`config.mk`:
```
export PLATFORM = sky130hd
export DESIGN_NAME = pipe_ctrl
export DESIGN_NICKNAME = d
export VERILOG_FILES = /design/src/rtl/pipe_ctrl.sv
export SDC_FILE = /design/constraint.sdc
export NUM_CORES = 1
export LEC_CHECK = 0
export BUFFER_PORTS_ARGS = -buffer_cell sky130_fd_sc_hd__buf_4
export CAP_MARGIN = 20
export CORE_MARGIN = 2
export CORE_UTILIZATION = 46
export DETAILED_ROUTE_END_ITERATION = 10
export PLACE_DENSITY = 0.76
export SLEW_MARGIN = 0
export SYNTH_ARGS = -nofsm -noshare
export SYNTH_HDL_FRONTEND = slang
export SYNTH_SLANG_ARGS = --single-unit
```
`constraint.sdc`:
```
create_clock -name clk -period 2 [get_ports clk]
set_clock_uncertainty 0.1 [all_clocks]
set_input_delay 0.5 -clock clk [delete_from_list [all_inputs] [get_ports clk]]
set_output_delay 0.5 -clock clk [all_outputs]
set_load 0.05 [all_outputs]
```
`src/rtl/pipe_ctrl.sv`:
```
// Central pipeline controller: merges ID/EX stall requests into a per-stage
// stall vector, sequences exception flush/redirect, counts stall cycles and
// halts the core when an EX stall never releases.
module pipe_ctrl #(
  parameter int unsigned TIMEOUT = 16,
  parameter int unsigned CNT_W   = 32
) (
  input  logic             clk,
  input  logic             rst,
  input  logic             stallreq_id,
  input  logic             stallreq_ex,
  input  logic             excp_req,
  input  logic [31:0]      excp_pc,
  output logic [5:0]       stall,
  output logic             flush,
  output logic [31:0]      new_pc,
  output logic [1:0]       ctrl_state,
  output logic [CNT_W-1:0] stall_cnt,
  output logic             stall_timeout
);

  typedef enum logic [1:0] {
    RUN      = 2'd0,
    FLUSH    = 2'd1,
    REDIRECT = 2'd2,
    HALT     = 2'd3
  } state_t;

  localparam logic [7:0]       WD_LAST = 8'(TIMEOUT - 1);
  localparam logic [5:0]       STALL_EX  = 6'b001111;
  localparam logic [5:0]       STALL_ID  = 6'b000111;
  localparam logic [5:0]       STALL_ALL = 6'b111111;
  localparam logic [CNT_W-1:0] CNT_ONE = CNT_W'(1);

  state_t     state, state_nxt;
  logic [7:0] wd_cnt, wd_nxt;
  logic       latch_pc;
  logic       trip;

  // NOTE: every signal driven here gets a default first so no path leaves it
  // unassigned; otherwise synthesis would infer a latch.
  always_comb begin
    state_nxt = state;
    wd_nxt    = wd_cnt;
    stall     = '0;
    latch_pc  = 1'b0;
    trip      = 1'b0;
    case (state)
      RUN: begin
        if (excp_req) begin
          latch_pc  = 1'b1;
          wd_nxt    = '0;
          state_nxt = FLUSH;
        end else if (stallreq_ex) begin
          stall  = STALL_EX;
          wd_nxt = wd_cnt + 8'd1;
          if (wd_cnt == WD_LAST) begin
            trip      = 1'b1;
            state_nxt = HALT;
          end
        end else if (stallreq_id) begin
          stall  = STALL_ID;
          wd_nxt = '0;
        end else begin
          wd_nxt = '0;
        end
      end
      // Pipeline contents are stale during FLUSH/REDIRECT: all requests ignored.
      FLUSH:    state_nxt = REDIRECT;
      REDIRECT: state_nxt = RUN;
      HALT:     stall     = STALL_ALL;
      default:  state_nxt = RUN;
    endcase
    if (rst) stall = '0;
  end

  // NOTE: state registers use non-blocking assignments so every flop samples
  // pre-edge values regardless of statement order.
  always_ff @(posedge clk) begin
    if (rst) begin
      state         <= RUN;
      wd_cnt        <= '0;
      new_pc        <= '0;
      stall_cnt     <= '0;
      stall_timeout <= 1'b0;
    end else begin
      state  <= state_nxt;
      wd_cnt <= wd_nxt;
      if (latch_pc) new_pc <= excp_pc;
      if (trip) stall_timeout <= 1'b1;
      // Saturate rather than wrap so a long HALT never reads as few stalls.
      if (stall[0] && (stall_cnt != '1)) stall_cnt <= stall_cnt + CNT_ONE;
    end
  end

  assign flush      = (state == FLUSH);
  assign ctrl_state = state;

endmodule

```
==> results.ini <==
[run_status]
status = complete, but fails checks
violations = negative setup slack

[global_routing]
grt_usage = 0.2288
grt_pass1_wl_um = 16060
antenna_found_initial = 0
grt_start_max_net_pins = 44
grt-ovfl-total = 0
grt_pass1_vias = 3557

[finish]
multi_input_area_um2 = 2037
antennaDiodeCount = 0
fin_cells = 698
regArea_um2 = 1594
area_growth_pct = 51.81
nets = 633
final_common_cell = buf_4
fin_area_um2 = 5411
finish.utilization = 0.7113
nFillCells = 622
most-common-layout-cells = buf_4, nand2_1, a21oi_1
layout-drive-gt1-share = 0.4631

[synth]
syn_nets = 473
avgSynthCellArea_um2 = 8.271
yosys.area.top_type = dfxtp_1
syn_area_um2 = 3565
netlist.area_leader.share = 0.4212
ys_seq_area_frac = 0.4212
yosysUniqueCellTypes = 47
syn_inst = 431
synthTopCellsByArea = dfxtp_1, nand2_1, a21oi_1
yosys_warnings = 0
ys.flop_type = dfxtp_1
synth-edff-count = 0
synth_seq_cells = 75
synth-async-reset-ratio = 0

[critical_path]
worst-r2r-setup-slack_ns = -0.18
cp-end-kind = output pin
r2r-end = stall_cnt[30]
reg2regPathDepth = 9
startpoint_type = flop
worst_ep_arrival_time_ns = 1.61
criticalPathCategory = reg2out
worstReg2RegStart = ctrl_state[0]
required_ns = 1.40
cp_max_fo = 4

[clock_network]
cts_tree = yes
clk_pin_slew_worst_paths_ns = 0.09
cts_sinks = 75
cts_buffers = 9
clockBufferDepth = 2
root_buffer = clkbuf_8
hold_buffers = 0
clk_latency_ns = 0.34
htreeDepth = 3

[pwr]
comb_power_share = 0.301
power_w = 0.003889
irDropWorstVdd_v = 0.0005876
internal_power_w = 0.002467
clkPwrFrac = 0.285
total_leakage_power_nw = 2.254
switching_power_w = 0.001422
powerDensity_nw_per_um2 = 718.6
sequentialPowerShare = 0.414
p_sw_frac = 0.3657

[timing]
fmax_mhz = 452.6
rsz0062_at_grt = true
layout_setup_ws_ns = -0.2095
min_period_ns = 2.209
max_slew_margin = 0.6587
setup_viol = 21
fin_tns_setup_ns = -2.590
slew_viol_final = 0
tightestPinTransition_ns = 0.5108
hold_viol = 0
fin_crit_sh = 1.105

[routing]
drc = 0
drt_iter0_drc = 160
vias = 3757
drt-wirelength-per-cell_um = 14.29
drt-pass1-iter-count = 5
drt_wl_total_um = 9974
ant_nets = 0
vias_per_cell = 5.383

[placement]
dp_hpwl_um = 7161
port_buffers = 110
placed_area_um2 = 5017
gp_congestion = 0.8740
placed_cells = 676

[floorplanning]
dieHeight_um = 92.03
io_pins = 111
initial_utilization = 0.4686
die_w_um = 92.03
num_rows = 32
die_area_um2 = 8470
core_area_um2 = 7607

[hold_path]
hp-start = excp_pc[9]
hp-class = in2reg
whs_path_depth = 3
whs_endpoint = new_pc[9]

[job]
maxCapViolCount = 0

-- cells in the mapped netlist, drive strengths merged (2+ instances only) --
master  number
and2         2
or4         10
o41ai        9
nand2       77
mux2         7
o21bai       2
clkbuf      18
nand3       19
or4b         2
buf         11
nand4       11
ha           5
a21oi       54
dfxtp       75
nor3b        4
and3         5
o311ai       6
o21ai       12
nor4        11
o31ai        8
nor2        28
inv         11
a311oi       2
nor4b        2
o21a         4
nor3         6
or2          5
nor2b        8
o31a         4
or3          6
-- worst max-delay path, stage by stage (launching register included) --
cell and delay [ns]:
dfxtp_4 0.37, inv_4 0.04, ha_4 0.24, nor2_4 0.14, buf_6 0.13, nand2_4 0.05, clkinvlp_4 0.14, buf_8 0.16
-- sequential cells by signal, summed over array words and instances (netlist names) --
register	flops
stall_timeout	1
wd_cnt	8
ctrl_state	2
new_pc	32
stall_cnt	32
-- kinds of logic (layout without fill, tap and decap cells) --
family,count (synthesis),in the layout,share of synthesized area
buffers and inverters,40,205,0.05124
AND/OR/NAND/NOR,198,198,0.2987
AO/OA/AOI/OAI,106,106,0.1892
adder cells (fa/ha/maj),5,5,0.01755
flip-flops,75,75,0.4212
multiplexers,7,7,0.02211
-- power groups by stage --
stage	Sequential, W	Combinational (W)	Clock (W)
floorplan	0.00192	0.000464	0
global placement	0.00164	0.00107	0
detailed placement	0.00165	0.00109	0
CTS	0.00161	0.00115	0.00113
global route	0.00162	0.00127	0.00119
finish	0.00161	0.00117	0.00111
-- per-layer routing --
metal	share of wire	routed length (um)	vias to the layer above	global-route usage
li1	-	-	1877	-
met1	0.42	4211	1762	0.2918
met2	0.51	5099	114	0.3958
met3	0.063	624	4	0.04519
met4	0.0038	38	0	0.06095
met5	0	0	-	0
-- worst max-delay path by stage --
stage                  startpoint             to  cells past startpoint
detailed placement       excp_req  stall_cnt[29]                      7
CTS                 ctrl_state[1]       stall[0]                      7
global placement         excp_req  stall_cnt[16]                      7
finish              ctrl_state[1]       stall[0]                      7
floorplan           ctrl_state[0]       stall[1]                      7
global route        ctrl_state[1]       stall[0]                      7
-- what timing repair did --
action                                  CTS  global route
endpoints found under the setup margin   20            37
setup buffers                             5             2
pin swaps                                 4             2
gates resized for setup                  18            16
-- cell type report --
class | count | share of cell area
multi-input cells | 316 | 0.3764
flip-flops and latches | 75 | 0.2946
repair buffers | 178 | 0.2629
well taps | 102 | 0.02358
clock buffers | 9 | 0.02289
clock inverters | 7 | 0.01040
inverters | 11 | 0.009249
-- stage by stage --
stage	hold WS, ns	setup WS [ns]
2_1_floorplan	0.3510	-0.2416
3_3_place_gp	0.3422	-0.1269
3_5_place_dp	0.3476	-0.1928
4_1_cts	0.2790	-0.2295
5_1_grt	0.2837	-0.2763
6_report	0.2912	-0.2095
Note: power is estimated with default switching activity, not from simulation.
